--- src/rtl/bsg_alu_reg.sv ---
// Registered two-operand ALU (ADD/SUB/AND/OR) with zero/carry/overflow flags.
// Every output comes straight from a flop; the result appears one cycle after v_i.
module bsg_alu_reg #(
   parameter int width_p = 4
) (
   input  logic               clk_i,
   input  logic               reset_i,
   input  logic               v_i,
   input  logic [1:0]         control_i,
   input  logic [width_p-1:0] a_i,
   input  logic [width_p-1:0] b_i,
   output logic               v_o,
   output logic [width_p-1:0] res_o,
   output logic               zero_o,
   output logic               carry_o,
   output logic               overflow_o
);

   localparam logic [1:0] OP_ADD = 2'b00;
   localparam logic [1:0] OP_SUB = 2'b01;
   localparam logic [1:0] OP_AND = 2'b10;
   localparam logic [1:0] OP_OR  = 2'b11;

   logic               is_sub;
   logic [width_p-1:0] b_eff;
   logic [width_p-1:0] sum;
   logic [width_p-1:0] and_v;
   logic [width_p-1:0] or_v;
   logic [width_p:0]   cy;

   // One shared adder: subtraction is a + ~b + 1, so invert b and inject a carry-in.
   assign is_sub = (control_i == OP_SUB);
   assign cy[0]  = is_sub;

   for (genvar gi = 0; gi < width_p; gi++) begin : g_bit
      assign b_eff[gi]  = b_i[gi] ^ is_sub;
      assign sum[gi]    = a_i[gi] ^ b_eff[gi] ^ cy[gi];
      assign cy[gi+1]   = (a_i[gi] & b_eff[gi]) | (cy[gi] & (a_i[gi] ^ b_eff[gi]));
      assign and_v[gi]  = a_i[gi] & b_i[gi];
      assign or_v[gi]   = a_i[gi] | b_i[gi];
   end

   logic               v_q;
   logic [width_p-1:0] res_q,  res_d;
   logic               zero_q, zero_d;
   logic               carry_q, carry_d;
   logic               ovf_q,  ovf_d;

   always_comb begin
      res_d   = sum;
      carry_d = 1'b0;
      ovf_d   = 1'b0;
      case (control_i)
         OP_ADD: begin
            res_d   = sum;
            carry_d = cy[width_p];
            ovf_d   = cy[width_p] ^ cy[width_p-1];
         end
         OP_SUB: begin
            // A missing carry-out of a + ~b + 1 means a < b unsigned.
            res_d   = sum;
            carry_d = ~cy[width_p];
            ovf_d   = cy[width_p] ^ cy[width_p-1];
         end
         OP_AND: res_d = and_v;
         OP_OR:  res_d = or_v;
      endcase
      zero_d = ~|res_d;
   end

   always_ff @(posedge clk_i or posedge reset_i) begin
      if (reset_i) begin
         v_q     <= 1'b0;
         res_q   <= '0;
         zero_q  <= 1'b0;
         carry_q <= 1'b0;
         ovf_q   <= 1'b0;
      end else begin
         v_q <= v_i;
         if (v_i) begin
            res_q   <= res_d;
            zero_q  <= zero_d;
            carry_q <= carry_d;
            ovf_q   <= ovf_d;
         end
      end
   end

   assign v_o        = v_q;
   assign res_o      = res_q;
   assign zero_o     = zero_q;
   assign carry_o    = carry_q;
   assign overflow_o = ovf_q;

endmodule

--- config.mk ---
export PLATFORM = sky130hd
export DESIGN_NAME = bsg_alu_reg
export DESIGN_NICKNAME = d
export VERILOG_FILES = /design/src/rtl/bsg_alu_reg.sv
export SDC_FILE = /design/constraint.sdc
export NUM_CORES = 1
export LEC_CHECK = 0
export BUFFER_PORTS_ARGS = -buffer_cell sky130_fd_sc_hd__buf_2
export CORE_AREA = 8 8 45 47
export CTS_CLUSTER_DIAMETER = 50
export DETAILED_ROUTE_END_ITERATION = 6
export DIE_AREA = 0 0 53 55
export PLACE_DENSITY_LB_ADDON = 0.05
export SYNTH_ARGS = -nofsm -noshare
export SYNTH_HDL_FRONTEND = slang
export SYNTH_SLANG_ARGS = --single-unit
--- constraint.sdc ---
create_clock -name clk_i -period 1.2 [get_ports clk_i]
set_clock_uncertainty 0.2 [all_clocks]
set_input_delay 0.36 -clock clk_i [delete_from_list [all_inputs] [get_ports clk_i]]
set_output_delay 0.36 -clock clk_i [all_outputs]
set_load 0.005 [all_outputs]
==> flow_summary_export.csv, run 1 <==
group,metric,value,unit
status,status,"finished with violations",
status,failed_checks,"negative setup slack",
finish,n_antenna_cell,0,
drt,finalWirelength,1500,um
sta,slew_headroom,78.9,%
setup_path,cp_common_cell,"fa_2",
clock_network,cts_buffers,3,
synth,syn_inst,56,
clock_network,clock_path_buffers,2,
setup_path,crit_start,"control_i[1]",
clock_network,clkTransAtPathRegs,0.05,ns
power_and_ir_drop,power-per-cell-area,1020,nW/um^2
global_routing,grt_pass1_wl,2420,um
drt,vias,536,
power_and_ir_drop,power_switching,297,uW
placed_design,routabilityCongestion,0.690,
floorplan,initial_core_util,40.7,%
setup_path,start_kind,"input port",
drt,drt_iter0_markers,7,
sta,worst_slack,-1.13,ns
global_routing,antenna_found_initial,0,
sta,worstMarginPinSlew,0.313,ns
placed_design,dp.cells,102,
finish,final_util,70.6,%
setup_path,critPathBufInv,3,
setup_path,path_cells,"buf_6 -> nand2b_4 -> xor2_2 -> fa_2 -> inv_2 -> fa_2 -> fa_2 -> inv_2 -> o22ai_4 -> mux2_4",
floorplan,dieWidth,53,um
power_and_ir_drop,power_leakage,0.000496,uW
setup_path,crit_type,"input port to flop",
floorplan,num_rows,14,
setup_path,worstPathArrival,2.33,ns
setup_path,endpoint,"res_o[3]$_DFFE_PP0P_",
finish,final_area,977,sq um
synth,yosys_warnings,0,
sta,fin_crit_sh,194,%
finish,area_growth_syn_to_layout,73.6,%
finish,drive_above_1_share,66.3,%
drt,ant_nets,0,
power_and_ir_drop,power_switching_share,29.7,%
synth,ys_types,21,
setup_path,path_depth,10,
floorplan,core_area,1380,sq um
setup_path,reg2reg_depth,3,
power_and_ir_drop,combinationalPowerShare,46.2,%
sta,final_hold_viol_count,0,
finish,finalNetCount,121,
clock_network,cts_sinks,8,
sta,rsz0062_at_grt,"yes",
flow_run,max-cap-violations,0,
synth,syn_area,563,sq um
finish,fillCellCount,117,
setup_path,r2r_start,"res_o[3]$_DFFE_PP0P_",
worst_hold_path,hp-class,"input port to flop",
synth,ys_ff_latch,8,
drt,vias_per_cell,4.58,
finish,instances_no_fill,117,
worst_hold_path,holdCritStartpoint,"v_i",
setup_path,required,1.19,ns
sta,drv_slew,0,
power_and_ir_drop,pwr-share-seq,32.9,%
global_routing,grt_start_max_net_pins,10,
setup_path,max_stage_delay,0.54,ns
global_routing,grt.total_usage,11.1,%
power_and_ir_drop,clockPowerShare,21.0,%
setup_path,ff2ff_setup_slack,0.01,ns
power_and_ir_drop,ir_drop,808,uV
sta,min_period,2.33,ns
floorplan,ios,21,
global_routing,grt_pass1_vias,575,
placed_design,dp_hpwl,1130,um
floorplan,dieArea,2920,sq um
clock_network,tritoncts,"built",
drt,route.detailed.drc,0,
synth,ys_seq_area_share,35.6,%
clock_network,root_buffer,"clkbuf_4",
placed_design,port_buffers,20,
clock_network,clock_latency,0.25,ns
setup_path,worst_path_max_delay_cell,"fa_2",
synth,synth_nets,74,
drt,dr.pass1.iters,4,
drt,wire_per_inst,12.8,um
setup_path,worstPathMaxFanout,3,
floorplan,die_h,55,um
power_and_ir_drop,p_int,701,uW
sta,whs,0.0885,ns
sta,setup_viol_count_final,15,
clock_network,htreeDepth,1,
sta,fmax,428,MHz
synth,avgSynthCellArea,10.1,sq um
setup_path,worstSetupEndpointType,"flop",
global_routing,grt_overflow,0,
setup_path,critical_path.top_delay_family,"adder cells",
placed_design,placed_cell_area,825,sq um
setup_path,r2r_end,"res_o[3]$_DFFE_PP0P_",
placed cells by master, fill, tap and decap left out, types with 2 or more instances in the layout:
| cell | instances |
|---|---|
| buf_4 | 25 |
| buf_2 | 18 |
| dfrtp_1 | 8 |
| inv_1 | 5 |
| nand2b_1 | 4 |
| o21ai_0 | 3 |
| inv_2 | 3 |
| mux2_4 | 3 |
| fa_2 | 3 |
| clkbuf_4 | 3 |
| a21oi_1 | 2 |
| a31oi_1 | 2 |
| xnor2_1 | 2 |
| xnor2_2 | 2 |
| o22ai_1 | 2 |
state kept, by name, indices dropped and copies added, names as in the netlist:
register and cells:
res_o 4, overflow_o 1, v_o 1, carry_o 1, zero_o 1
cell families (layout without fill, tap and decap cells):
logic type | after synthesis | count (layout) | share of synthesized area [%]
adder cells (fa/ha/maj) | 5 | 5 | 15.1
AND/OR/NAND/NOR | 9 | 9 | 8.67
XOR/XNOR | 5 | 5 | 7.78
multiplexers | 3 | 3 | 6.00
flip-flops | 8 | 8 | 35.6
buffers and inverters | 12 | 57 | 10.2
AO/OA/AOI/OAI | 14 | 14 | 16.7
how the worst min path moves through the flow:
stage                            to  slack, ns  depth (start not counted)
6_report              v_o$_DFF_PP0_       0.09                          1
5_1_grt               v_o$_DFF_PP0_       0.08                          1
4_1_cts               v_o$_DFF_PP0_       0.09                          1
3_5_place_dp   res_o[0]$_DFFE_PP0P_       0.11                          2
3_3_place_gp   res_o[0]$_DFFE_PP0P_       0.11                          2
2_1_floorplan   carry_o$_DFFE_PP0P_      -0.02                          1
final cells by class:
cell class | instances | area (sq um) | share of cell area [%]
Clock buffer | 3 | 22.5 | 2.30
Inverter | 9 | 46.3 | 4.74
Timing Repair Buffer | 45 | 299 | 30.6
Sequential cell | 8 | 200 | 20.5
Tap cell | 16 | 20.0 | 2.05
Multi-Input combinational cell | 36 | 389 | 39.8
per-layer routing:
metal  vias to the layer above  GRT usage [%]  share of wire (%)
met3                         2           4.81                5.4
li1                        273              -                  -
met4                         0              0                1.7
met1                       246           11.7                 41
met2                        15           21.1                 51
met5                         -              0                  0
synthesized netlist by cell type:
master | n | area [sq um]
o221ai_1 | 1 | 8.76
a21oi_1 | 3 | 15.0
inv_1 | 9 | 33.8
nand2b_1 | 5 | 31.3
buf_4 | 1 | 7.51
nor2_1 | 2 | 7.51
buf_2 | 1 | 5.00
xor2_1 | 1 | 8.76
buf_6 | 1 | 11.3
dfrtp_1 | 8 | 200
xnor2_1 | 4 | 35.0
o21ai_0 | 3 | 15.0
ha_1 | 2 | 25.0
a31oi_1 | 2 | 12.5
fa_1 | 3 | 60.1
nand2_1 | 1 | 3.75
o21a_1 | 1 | 7.51
nor2b_1 | 1 | 6.26
mux2_2 | 3 | 33.8
o41ai_2 | 1 | 16.3
o22ai_1 | 3 | 18.8
through the flow:
stage	setup TNS, ns	power [uW]	worst slack [ns]
4_1_cts	-6.72	940	-1.15
5_1_grt	-7.32	1080	-1.17
3_3_place_gp	-7.75	653	-1.42
2_1_floorplan	-7.00	526	-1.37
3_5_place_dp	-8.01	664	-1.47
6_report	-6.62	998	-1.13
what timing repair did:
item | CTS | global route
endpoints found under the setup margin | 15 | 15
hold buffers | 1 | 0
resized for setup | 5 | 3
pin swaps | 7 | 5
endpoints found under the hold margin | 8 | 0
buffers inserted | 5 | 6
worst register-to-register path: stages, from the launching register on:
cell and delay, ns:
dfrtp_1 0.37, buf_4 0.13, buf_4 0.12, mux2_4 0.26
power groups by stage:
stage	sequential, uW	combinational, uW	clock, uW
3_5_place_dp	333	331	0
6_report	328	461	209
2_1_floorplan	337	189	0
5_1_grt	333	506	239
4_1_cts	327	407	207
3_3_place_gp	332	320	0
Note: power is estimated with default switching activity, not from simulation.
==> run 2: changes to the inputs <==
--- a/config.mk
+++ b/config.mk
@@ -10,6 +10,7 @@
 export CTS_CLUSTER_DIAMETER = 50
 export DETAILED_ROUTE_END_ITERATION = 6
 export DIE_AREA = 0 0 53 55
+export HOLD_SLACK_MARGIN = 0.1
 export PLACE_DENSITY_LB_ADDON = 0.05
 export SYNTH_ARGS = -nofsm -noshare
 export SYNTH_HDL_FRONTEND = slang
==> run 2 against run 1 <==
Net effect:
- the flow still finishes with violations (negative setup slack)
- sequential power is essentially flat
- first-iteration DRC count did not move
- non-clock buffer count is 1 higher
- combinational power is essentially flat
- setup slack hardly changed
- worst hold slack gained 0.088 ns
==> flow_summary_export.csv, run 2 (synthesis gave the netlist of run 1 again) <==
group,metric,value,unit
sta,fin_crit_sh,194,%
setup_path,r2r_start,"res_o[3]$_DFFE_PP0P_",
finish,area_growth_syn_to_layout,75.3,%
finish,final_area,987,sq um
finish,drive_above_1_share,65.7,%
clock_network,cts_buffers,3,
finish,final_common_cell,"buf_4",
worst_hold_path,min_to,"overflow_o$_DFFE_PP0P_",
sta,final_hold_viol_count,0,
clock_network,root_buffer,"clkbuf_4",
setup_path,max_stage_delay,0.54,ns
floorplan,dieArea,2920,sq um
floorplan,ios,21,
sta,worstMarginPinSlew,0.313,ns
sta,rsz0062_at_grt,"yes",
drt,vias,541,
power_and_ir_drop,ir_drop,808,uV
global_routing,grt_pass1_wl,2420,um
clock_network,clkTransAtPathRegs,0.05,ns
setup_path,required,1.19,ns
setup_path,start_kind,"input port",
sta,setup_viol_count_final,15,
finish,largest_reg_flops,4,
finish,finalNetCount,122,
global_routing,antenna_found_initial,0,
setup_path,worstPathArrival,2.33,ns
worst_hold_path,hold_depth,2,
placed_design,port_buffers,20,
setup_path,worstSetupEndpointType,"flop",
setup_path,worst_path_max_delay_cell,"fa_2",
setup_path,r2r_end,"res_o[3]$_DFFE_PP0P_",
finish,final_cell_mix,"buf_4, buf_2, dfrtp_1, inv_1, nand2b_1",
setup_path,critPathBufInv,3,
drt,wire_per_inst,12.7,um
worst_hold_path,holdCritStartpoint,"v_i",
setup_path,critical_path.top_delay_family,"adder cells",
global_routing,grt_overflow,0,
floorplan,die_h,55,um
clock_network,clock_path_buffers,2,
flow_run,max-cap-violations,0,
status,failed_checks,"negative setup slack",
clock_network,clock_latency,0.25,ns
sta,min_period,2.33,ns
sta,slew_headroom,78.9,%
finish,n_antenna_cell,0,
finish,final_util,71.3,%
setup_path,crit_type,"input port to flop",
drt,dr.pass1.iters,4,
setup_path,reg2reg_depth,3,
drt,ant_nets,0,
floorplan,num_rows,14,
placed_design,placed_cell_area,825,sq um
setup_path,ff2ff_setup_slack,0.01,ns
power_and_ir_drop,power-per-cell-area,1010,nW/um^2
sta,worst_slack,-1.13,ns
placed_design,routabilityCongestion,0.690,
clock_network,tritoncts,"built",
setup_path,path_cells,"buf_6 -> nand2b_4 -> xor2_2 -> fa_2 -> inv_2 -> fa_2 -> fa_2 -> inv_2 -> o22ai_4 -> mux2_4",
global_routing,grt_start_max_net_pins,10,
setup_path,worstPathMaxFanout,3,
power_and_ir_drop,power_leakage,0.000500,uW
drt,finalWirelength,1500,um
floorplan,dieWidth,53,um
global_routing,grt_pass1_vias,575,
floorplan,core_area,1380,sq um
drt,drt_iter0_markers,7,
drt,vias_per_cell,4.58,
clock_network,cts_sinks,8,
setup_path,cp_common_cell,"fa_2",
sta,fmax,428,MHz
sta,drv_slew,0,
clock_network,htreeDepth,1,
worst_hold_path,hp-class,"input port to flop",
global_routing,grt.total_usage,11.1,%
drt,route.detailed.drc,0,
placed_design,dp_hpwl,1130,um
status,status,"finished with violations",
power_and_ir_drop,total_power,1000,uW
floorplan,initial_core_util,40.7,%
## run 2: changes by cell type in the layout (fill, tap and decap cells not counted)
cell	delta
dlygate4sd3_1	+1
## run 2: worst register-to-register path, delay by kind of cell, from the launching register on
| family | cells | cell delay, ns |
|---|---|---|
| buffers and inverters | 2 | 0.25 |
| multiplexers | 1 | 0.26 |
| flip-flops | 1 | 0.37 |
## run 2: worst max path at each step
stage                 start              endpoint  slack [ns]  cells past startpoint
3_5_place_dp   control_i[1]  res_o[3]$_DFFE_PP0P_       -1.47                     10
3_3_place_gp   control_i[1]  res_o[3]$_DFFE_PP0P_       -1.42                     10
6_report       control_i[1]  res_o[3]$_DFFE_PP0P_       -1.13                     10
5_1_grt        control_i[1]  res_o[3]$_DFFE_PP0P_       -1.17                     10
4_1_cts        control_i[1]  res_o[3]$_DFFE_PP0P_       -1.15                     10
2_1_floorplan  control_i[1]  res_o[3]$_DFFE_PP0P_       -1.37                     11
## run 2: area by class of cell
class | instances | area (sq um)
fillers | 117 | 397
multi-input cells | 36 | 389
repair buffers | 46 | 309
flip-flops and latches | 8 | 200
inverters | 9 | 46.3
clock buffers | 3 | 22.5
well taps | 16 | 20.0
## run 2: per-stage QoR
step                TNS [ns]  instances  setup WS, ns  hold WS (ns)
floorplan              -7.00         56         -1.37       -0.0243
global placement       -7.75        102         -1.42         0.112
detailed placement     -8.01        102         -1.47         0.110
CTS                    -6.72        112         -1.15         0.183
global route           -7.32        118         -1.17         0.185
finish                 -6.62        118         -1.13         0.176
## run 2: metal layers
layer | vias to the layer above | routed length (um) | GRT usage (%)
li1 | 275 | - | -
met1 | 249 | 622 | 11.7
met2 | 15 | 772 | 21.1
met3 | 2 | 81 | 4.81
met4 | 0 | 25 | 0
met5 | - | 0 | 0
## run 2: what timing repair did
item,CTS,global route
hold endpoints to repair,9,0
setup buffers,5,6
endpoints found under the setup margin,15,15
pin swaps,7,5
resized for setup,5,3
hold buffers,2,0
## run 2: power by group
| part | switching, uW | internal [uW] | total [uW] | leakage (uW) |
|---|---|---|---|---|
| clock network | 94.7 | 115 | 209 | 0.0000138 |
| logic | 184 | 279 | 463 | 0.000389 |
| registers | 18.1 | 310 | 328 | 0.0000976 |
